File: src/rtl/seq_detector_param.sv
// Parametrised serial sequence detector: history shift register, parallel
// window comparator and saturating match counter, Mealy or Moore match output.
module seq_detector_param #(
    parameter int SYM_W   = 2,
    parameter int PAT_LEN = 3,
    parameter int OVERLAP = 1,
    parameter int MOORE   = 0,
    parameter int CNT_W   = 8,
    parameter logic [SYM_W*PAT_LEN-1:0] RESET_PAT = {2'b10, 2'b10, 2'b01}
) (
    input  logic                     clk,
    input  logic                     reset,
    input  logic                     pat_load,
    input  logic [SYM_W*PAT_LEN-1:0] pat_in,
    input  logic                     sym_valid,
    input  logic [SYM_W-1:0]         sym_in,
    input  logic                     cnt_clr,
    output logic                     z,
    output logic [CNT_W-1:0]         match_cnt,
    output logic [4:0]               fill
);

    localparam int                PW       = SYM_W * PAT_LEN;
    localparam int                HW       = SYM_W * (PAT_LEN - 1);
    localparam logic [4:0]        FILL_MAX = 5'(PAT_LEN - 1);
    localparam logic [CNT_W-1:0]  CNT_MAX  = {CNT_W{1'b1}};

    logic [PW-1:0]    pat_r;
    logic [HW-1:0]    hist_r;
    logic [4:0]       fill_r;
    logic [CNT_W-1:0] cnt_r;
    logic             z_r;

    logic             accept_s;
    logic             hit_s;
    logic [PW-1:0]    window_s;
    logic [HW-1:0]    hist_nxt_s;
    logic [4:0]       fill_nxt_s;
    logic [CNT_W-1:0] cnt_nxt_s;

    // Window compare plus next-state for history, fill and counter.
    always_comb begin
        accept_s   = sym_valid & ~pat_load & ~reset;
        // Oldest history symbol sits in the LSBs, so the newest symbol lands on top.
        window_s   = {sym_in, hist_r};
        hit_s      = accept_s && (fill_r == FILL_MAX) && (window_s == pat_r);
        hist_nxt_s = hist_r;
        fill_nxt_s = fill_r;
        cnt_nxt_s  = cnt_r;

        if (pat_load) begin
            hist_nxt_s = {HW{1'b0}};
            fill_nxt_s = 5'd0;
        end else if (hit_s && (OVERLAP == 0)) begin
            hist_nxt_s = {HW{1'b0}};
            fill_nxt_s = 5'd0;
        end else if (accept_s) begin
            hist_nxt_s = window_s[PW-1:SYM_W];
            fill_nxt_s = (fill_r == FILL_MAX) ? fill_r : fill_r + 5'd1;
        end else begin
            hist_nxt_s = hist_r;
            fill_nxt_s = fill_r;
        end

        // A pattern load leaves the count alone even if cnt_clr is also high.
        if (pat_load) begin
            cnt_nxt_s = cnt_r;
        end else if (cnt_clr) begin
            cnt_nxt_s = {CNT_W{1'b0}};
        end else if (hit_s && (cnt_r != CNT_MAX)) begin
            cnt_nxt_s = cnt_r + {{(CNT_W-1){1'b0}}, 1'b1};
        end else begin
            cnt_nxt_s = cnt_r;
        end
    end

    // State registers with synchronous reset.
    always_ff @(posedge clk) begin
        if (reset) begin
            pat_r  <= RESET_PAT;
            hist_r <= {HW{1'b0}};
            fill_r <= 5'd0;
            cnt_r  <= {CNT_W{1'b0}};
            z_r    <= 1'b0;
        end else begin
            if (pat_load) begin
                pat_r <= pat_in;
            end else begin
                pat_r <= pat_r;
            end
            hist_r <= hist_nxt_s;
            fill_r <= fill_nxt_s;
            cnt_r  <= cnt_nxt_s;
            z_r    <= hit_s;
        end
    end

    // Output selection; Mealy hit is already gated off by reset and pat_load.
    always_comb begin
        z         = (MOORE != 0) ? z_r : hit_s;
        match_cnt = cnt_r;
        fill      = fill_r;
    end

endmodule

File: config.mk
export PLATFORM = sky130hd
export DESIGN_NAME = seq_detector_param
export DESIGN_NICKNAME = d
export VERILOG_FILES = /design/src/rtl/seq_detector_param.sv
export SDC_FILE = /design/constraint.sdc
export NUM_CORES = 1
export LEC_CHECK = 0
export BUFFER_PORTS_ARGS = -buffer_cell sky130_fd_sc_hd__buf_2
export CAP_MARGIN = 20
export CELL_PAD_IN_SITES_DETAIL_PLACEMENT = 0
export CELL_PAD_IN_SITES_GLOBAL_PLACEMENT = 2
export CORE_ASPECT_RATIO = 2
export CORE_MARGIN = 1
export CORE_UTILIZATION = 31
export DETAILED_ROUTE_END_ITERATION = 8
export PLACE_DENSITY_LB_ADDON = 0.08
export REMOVE_ABC_BUFFERS = 1
export SLEW_MARGIN = 20
export SYNTH_ARGS = -nofsm -noshare
export SYNTH_HDL_FRONTEND = slang
export SYNTH_SLANG_ARGS = --single-unit
File: constraint.sdc
create_clock -name clk -period 2.25 [get_ports clk]
set_input_delay 0.225 -clock clk [delete_from_list [all_inputs] [get_ports clk]]
set_output_delay 0.225 -clock clk [all_outputs]
set_load 0.005 [all_outputs]
==> results of run 1 <==
## flip-flops by register name (all words and copies together) (netlist names)
name	count
fill	5
hist_r	4
match_cnt	8
pat_r	6
## worst paths after layout
check | to | cells after the start | slack (ps) | start
max reg2reg | match_cnt[1]$_SDFFE_PP0P_ | 5 | 230 | fill[1]$_SDFFE_PP0P_
min | pat_r[0]$_SDFFE_PP1P_ | 2 | 170 | pat_in[0]
max | match_cnt[1]$_SDFFE_PP0P_ | 5 | 230 | fill[1]$_SDFFE_PP0P_
min reg2reg | match_cnt[1]$_SDFFE_PP0P_ | 2 | 500 | match_cnt[1]$_SDFFE_PP0P_
## per-stage QoR
stage / instances / hold slack (ps) / setup slack (ps)
global route: 207 / 164.0 / 59.82
detailed placement: 203 / 441.8 / 238.4
global placement: 203 / 433.4 / 319.1
floorplan: 128 / 297.4 / 407.3
CTS: 207 / 164.4 / 214.9
finish: 207 / 169.8 / 226.3
## power groups by stage
stage	Combinational [mW]	Clock (mW)	Sequential, mW
2_1_floorplan	0.0461	0	0.431
3_3_place_gp	0.0792	0	0.432
3_5_place_dp	0.0796	0	0.433
4_1_cts	0.0802	0.263	0.423
5_1_grt	0.0873	0.286	0.424
6_report	0.0784	0.251	0.423
## area by class of cell
| class | instances | area [um2] | share of cell area |
|---|---|---|---|
| multi-input combinational | 104 | 714.4 | 0.5049 |
| sequential | 23 | 460.4 | 0.3254 |
| timing repair buffer | 26 | 130.1 | 0.09195 |
| tap | 49 | 61.31 | 0.04332 |
| clock buffer | 4 | 45.04 | 0.03183 |
| inverter | 1 | 3.754 | 0.002653 |
## cells by family (layout without fill, tap and decap cells)
family / count (synthesis) / in the layout / share of synthesized area
compound gates: 11 / 11 / 0.07033
simple gates: 68 / 68 / 0.3175
flops: 23 / 23 / 0.3806
xor+xnor: 10 / 10 / 0.07239
fa+ha+maj: 3 / 3 / 0.03103
buf+inv: 6 / 31 / 0.02894
mux: 12 / 12 / 0.09928
## metal layers
metal | part of all wire | up-vias | wire length (um) | global-route usage
li1 | - | 521 | - | -
met1 | 0.39 | 496 | 1174 | 0.1780
met2 | 0.54 | 36 | 1611 | 0.2782
met3 | 0.028 | 11 | 85 | 0.02000
met4 | 0.046 | 0 | 139 | 0.1029
met5 | 0 | - | 0 | 0
## Yosys cell counts
cell	count	area share
a211o_1	3	0.022
a211oi_1	1	0.0062
and2_1	1	0.0052
and2_2	1	0.0062
and4_1	1	0.0072
buf_1	1	0.0031
buf_2	1	0.0041
buf_4	1	0.0062
buf_6	1	0.0093
clkbuf_1	1	0.0031
dfxtp_1	23	0.38
ha_1	3	0.031
inv_1	1	0.0031
mux2i_1	12	0.099
nand2_1	16	0.050
nand2b_1	1	0.0052
nand3_1	4	0.017
nand3b_1	1	0.0062
nand4_1	6	0.031
nand4_2	1	0.010
nand4b_1	1	0.0072
nand4b_4	1	0.020
nor2_1	14	0.043
nor2b_1	4	0.021
nor3_1	5	0.021
nor3b_2	1	0.010
nor4_1	3	0.016
o21ai_0	4	0.017
o31a_2	2	0.017
o41a_1	1	0.0093
or2_2	2	0.010
or3_1	4	0.021
or4b_4	1	0.011
xnor2_1	7	0.051
xor2_1	3	0.022
## layout by cell type, fill, tap and decap left out, types with 2 or more instances in the layout
master    count
buf_2        26
dfxtp_1      23
nand2_1      16
nor2_1       14
mux2i_1      12
xnor2_1       7
nand4_1       6
nor3_1        5
nand3_1       4
nor2b_1       4
o21ai_0       4
or3_1         4
nor4_1        3
a211o_1       3
xor2_1        3
ha_1          3
clkbuf_8      3
or2_2         2
o31a_2        2
==> out/qor.yml, run 1 <==
yosysSeqAreaShare: 0.3806
p_int_mw: 0.5756
peakVddDrop_mv: 0.3165
clkTransAtPathRegs_ps: 80
cts_buffers: 3
worstHoldPathType: "primary input to flip-flop"
port_buffers: 26
fin_crit_sh: 0.8994
cts_setup_buffers: 0
routabilityCongestion: 0.8027
ys_warn_count: 0
cp_max_fo: 10
fillers: 397
critPathLaunchType: "flip-flop"
place_hpwl_mm: 2.353
crit_buf_inv: 0
p_leak_nw: 0.5479
sw_frac_of_total: 0.2353
critPathMaxStageDelay_ps: 470
tightestPinTransition_ps: 459.7
fp.dieH_um: 90.35
syn_avg_cell_area_um2: 9.097
ys_ff_latch: 23
timing.final.crit_period_ps: 2024
final_core_util: 0.3840
grt-ovfl-total: 0
slowest_stage: "or4b_4"
cts_resized: 0
wl_per_cell_um: 14.54
clock_latency_ps: 260
placed_cell_area_um2: 1370
grt_pass1_vias: 1099
die_w_um: 46.18
power.density_nw_per_um2: 531.9
drtIter0Drc: 12
fin_nets: 175
vias_per_cell: 5.140
rows: 31
final_cell_area_um2: 1415
core_um2: 3685
netlist_instances: 133
cts_buffer_depth: 2
status: "complete, no violations"
max-slew-margin-rel: 0.6924
ant_nets: 0
antenna_found_initial: 0
yosysUniqueCellTypes: 35
ctsRootBufferMaster: "clkbuf_8"
start_util: 0.3284
finalClockSkew_ps: 2.706
grt_pass1_wl_mm: 5.050
power_frac_seq: 0.562
area_delta_synth_final_pct: 16.96
drive_gt1_frac: 0.2405
cts-htree-levels: 1
rsz0062_at_grt: "false"
clkPwrFrac: 0.334
arrival_ps: 2220
path_class: "flip-flop to flip-flop"
postCtsHoldBufs: 0
grt_max_degree: 15
diodes: 0
cts.sinks: 23
dr_total_vias: 1064
drv_slew: 0
combinationalPowerShare: 0.104
tritoncts: "yes"
p_total_mw: 0.7527
grt_use_total: 0.1644
route.detailed.drc: 0
critPathCaptureType: "flip-flop"
cp_cell_sequence: "ha_1 > or4b_4 > nand4b_4 > nor3_1 > mux2i_1"
maxCapViolCount: 0
fmax_mhz: 494.1
p_sw_mw: 0.1771
dieArea_um2: 4172
crit_family: "simple AND/OR/NAND/NOR gates"
required_ps: 2450
finalHoldViolCount: 0
setup_viol: 0
wl_mm: 3.010
synth_area_um2: 1210
setup_tns_ps: 0
io_pins: 27
drtPass1Iterations: 6
No activity file was read; power rests on OpenSTA's default activity.
==> run 2, diff against run 1 <==
--- a/config.mk
+++ b/config.mk
@@ -7,2 +7,3 @@
 export LEC_CHECK = 0
+export ABC_AREA = 1
 export BUFFER_PORTS_ARGS = -buffer_cell sky130_fd_sc_hd__buf_2
@@ -13,3 +14,3 @@
 export CORE_MARGIN = 1
-export CORE_UTILIZATION = 31
+export CORE_UTILIZATION = 28
 export DETAILED_ROUTE_END_ITERATION = 8
==> constraint.sdc (replaced) <==
create_clock -name clk -period 2.25 [get_ports clk]
set_input_delay 0.45 -clock clk [delete_from_list [all_inputs] [get_ports clk]]
set_output_delay 0.45 -clock clk [all_outputs]
set_load 0.005 [all_outputs]
==> run 2 against run 1 <==
Net effect:
- largest cell class unchanged
- fmax increased by 1.3%
- final area up 1.2%
- critical path type is now flip-flop to output port
- hold slack improved by 220 ps
- largest power group unchanged
==> out/qor.yml, run 2 <==
yosysSeqAreaShare: 0.3829  # +0.002376
syn_avg_cell_area_um2: 6.991  # -23%
synth.top_cells.by_area: "dfxtp_1, nand2_1, a21oi_1, inv_1, nand3_1"
antenna_found_initial: 0  # unchanged
p_int_mw: 0.5855  # +1.7%
drv_slew: 0  # unchanged
largest_reg_flops: 8  # unchanged
finalClockSkew_ps: 4.503  # +1.797 ps
grt-ovfl-total: 0  # unchanged
power.density_nw_per_um2: 555.2  # +4.4%
muxShareOfSynthArea: 0  # -0.09928
wl_mm: 3.338  # +11%
fmax_mhz: 500.5  # +1.3%
r2r_start: "match_cnt[1]$_SDFFE_PP0P_"
r2r_slack_ps: 420  # +190 ps
synth_top_area_share: 0.3829  # +0.002376
setup_viol: 0  # unchanged
synthSimpleGateAreaFrac: 0.3153  # -0.002180
ys_top_cells_by_count: "nand2_1, dfxtp_1, inv_1"
clkTransAtPathRegs_ps: 90  # about the same
dr_total_vias: 1167  # +9.7%
synth_area_um2: 1202  # -0.62%
grt_use_total: 0.1628  # -0.001567
fin_nets: 217  # +24%
p_sw_mw: 0.2098  # +18%
drtIter0Drc: 11  # -1
layout_commonest_cell: "nand2_1"
clock_latency_ps: 260  # about the same
ys_ff_latch: 23  # unchanged
grt_pass1_wl_mm: 5.540  # +9.7%
netlist_instances: 172  # +29%
grt_max_degree: 23  # +8
grt_pass1_vias: 1175  # +6.9%
ctsRootBufferMaster: "clkbuf_8"
arrival_ps: 1550  # -670 ps
dp_cells: 248  # +22%
tritoncts: "yes"
fp.dieH_um: 94.68  # +4.8%
cts_buffers: 3  # unchanged
diodes: 0  # unchanged
postCtsHoldBufs: 0  # unchanged
tightestPinTransition_ps: 462.7  # +3.062 ps
finalHoldViolCount: 0  # unchanged
die_w_um: 48.34  # +4.7%
setup_tns_ps: 0  # unchanged
routabilityCongestion: 0.7549  # -6.0%
synthMostInstantiatedCell: "nand2_1"
clkPwrFrac: 0.329  # -0.005
core_um2: 4088  # +11%
maxCapViolCount: 0  # unchanged
port_buffers: 26  # unchanged
path_class: "flip-flop to output port"
route.detailed.drc: 0  # unchanged
critPathLaunchType: "flip-flop"
ys_async_sr_fraction: 0  # unchanged
start_util: 0.2942  # -0.03420
synth_compound_area_frac: 0.1415  # +0.07120
power_frac_seq: 0.548  # -0.014
synthXorXnorAreaFrac: 0.03642  # -0.03597
synth_top_family_by_area: "simple AND/OR/NAND/NOR gates"
rows: 33  # +6.5%
place_hpwl_mm: 2.721  # +16%
synth-main-ff-cell: "dfxtp_1"
layout_common_cells: "nand2_1, buf_2, dfxtp_1, inv_1, a21oi_1"
fin_crit_sh: 0.8880  # -0.01145
peakVddDrop_mv: 0.3228  # +2.0%
synth_fa_ha_area_frac: 0.03122  # +0.0001937
required_ps: 1800  # -650 ps
max-slew-margin-rel: 0.6891  # -0.003283
status: "complete, no violations"
wl_per_cell_um: 13.25  # -8.9%
yosysUniqueCellTypes: 24  # -31%
drtPass1Iterations: 4  # -2
cts_setup_buffers: 0  # unchanged
dieArea_um2: 4576  # +9.7%
timing.final.crit_period_ps: 1998  # -25.75 ps
cts-htree-levels: 1  # unchanged
vias_per_cell: 4.631  # -9.9%
ys_warn_count: 0  # unchanged
min_to: "pat_r[0]$_SDFFE_PP1P_"
combinationalPowerShare: 0.123  # +0.019
yosys.area.top_type: "dfxtp_1"
cts.sinks: 23  # unchanged
drive_gt1_frac: 0.2050  # -0.03551
ant_nets: 0  # unchanged
area_delta_synth_final_pct: 19.15
critPathCaptureType: "output port"
rsz0062_at_grt: "false"
sw_frac_of_total: 0.2638  # +0.02856
fin_cells: 252  # +22%
r2r_cells: 9  # +4
cts_buffer_depth: 2  # unchanged
cp_max_fo: 5  # -5
r2r_end: "match_cnt[6]$_SDFFE_PP0P_"
hold_start: "pat_in[0]"
p_leak_nw: 0.6305  # +15%
io_pins: 27  # unchanged
whs_path_depth: 3  # +1
cts_resized: 0  # unchanged
worstHoldPathType: "primary input to flip-flop"
synth_enable_flop_cells: 0  # unchanged
-- run 2: changes by cell type in the layout (fill, tap and decap cells not counted), moves of 8 or more --
| cell | before | now |
|---|---|---|
| inv_1 | 1 | 20 |
| mux2i_1 | 12 | 0 |
| o21ai_0 | 4 | 12 |
| nand3_1 | 4 | 12 |
| a21oi_1 | 0 | 19 |
| nand2_1 | 16 | 43 |
-- run 2: worst max-delay path, cell delays in order, from the launching register on --
cell	delay (ps)
dfxtp_1	400
ha_1	200
nand2_1	70
nor2_1	100
nand2_1	70
nor4_1	280
buf_2	170
-- run 2: final cells by class --
| class | count | area, um2 |
|---|---|---|
| Sequential cell | 23 | 460.4 |
| Multi-Input combinational cell | 122 | 630.6 |
| Timing Repair Buffer | 28 | 145.1 |
| Tap cell | 52 | 65.06 |
| Inverter | 23 | 86.33 |
| Clock buffer | 4 | 45.04 |
| Fill cell | 469 | 2655 |
-- run 2: how the worst max path moves through the flow --
stage          cells after the start  end                 start  slack (ps)
6_report                           6    z  fill[1]$_SDFFE_PP0P_         250
5_1_grt                            6    z  fill[1]$_SDFFE_PP0P_         130
4_1_cts                            6    z  fill[1]$_SDFFE_PP0P_         220
3_5_place_dp                       7    z                 reset         300
3_3_place_gp                       7    z                 reset         340
2_1_floorplan                      5    z              pat_load         540
-- run 2: layer usage --
metal,global-route usage,vias up,part of all wire
li1,-,609,-
met1,0.1442,529,0.34
met2,0.3486,23,0.62
met3,0.01771,6,0.019
met4,0.07598,0,0.021
met5,0,-,0
-- run 2: logic make-up (layout without fill, tap and decap cells) --
group	Yosys count	after routing
XOR/XNOR	5	5
adder cells (fa/ha/maj)	3	3
AO/OA/AOI/OAI	33	33
AND/OR/NAND/NOR	81	81
flip-flops	23	23
buffers and inverters	27	55
-- run 2: through the flow --
| stage | util | instance area, um2 | power [mW] | setup slack [ps] | hold WS [ps] |
|---|---|---|---|---|---|
| 2_1_floorplan | - | 1177 | 0.5023 | 536.4 | 443.3 |
| 3_3_place_gp | 0.3395 | 1388 | 0.5443 | 336.1 | 458.3 |
| 3_5_place_dp | 0.3395 | 1388 | 0.5450 | 304.8 | 464.3 |
| 4_1_cts | 0.3505 | 1433 | 0.8121 | 220.9 | 385.3 |
| 5_1_grt | 0.3505 | 1433 | 0.8429 | 134.0 | 406.0 |
| 6_report | 0.3505 | 1433 | 0.7953 | 252.1 | 390.3 |
-- run 2: power by group through the flow --
stage / clock network (mW) / registers (mW) / logic, mW
floorplan: 0 / 0.443 / 0.0597
global placement: 0 / 0.445 / 0.0988
detailed placement: 0 / 0.445 / 0.0995
CTS: 0.276 / 0.436 / 0.100
global route: 0.291 / 0.439 / 0.113
finish: 0.262 / 0.436 / 0.0977
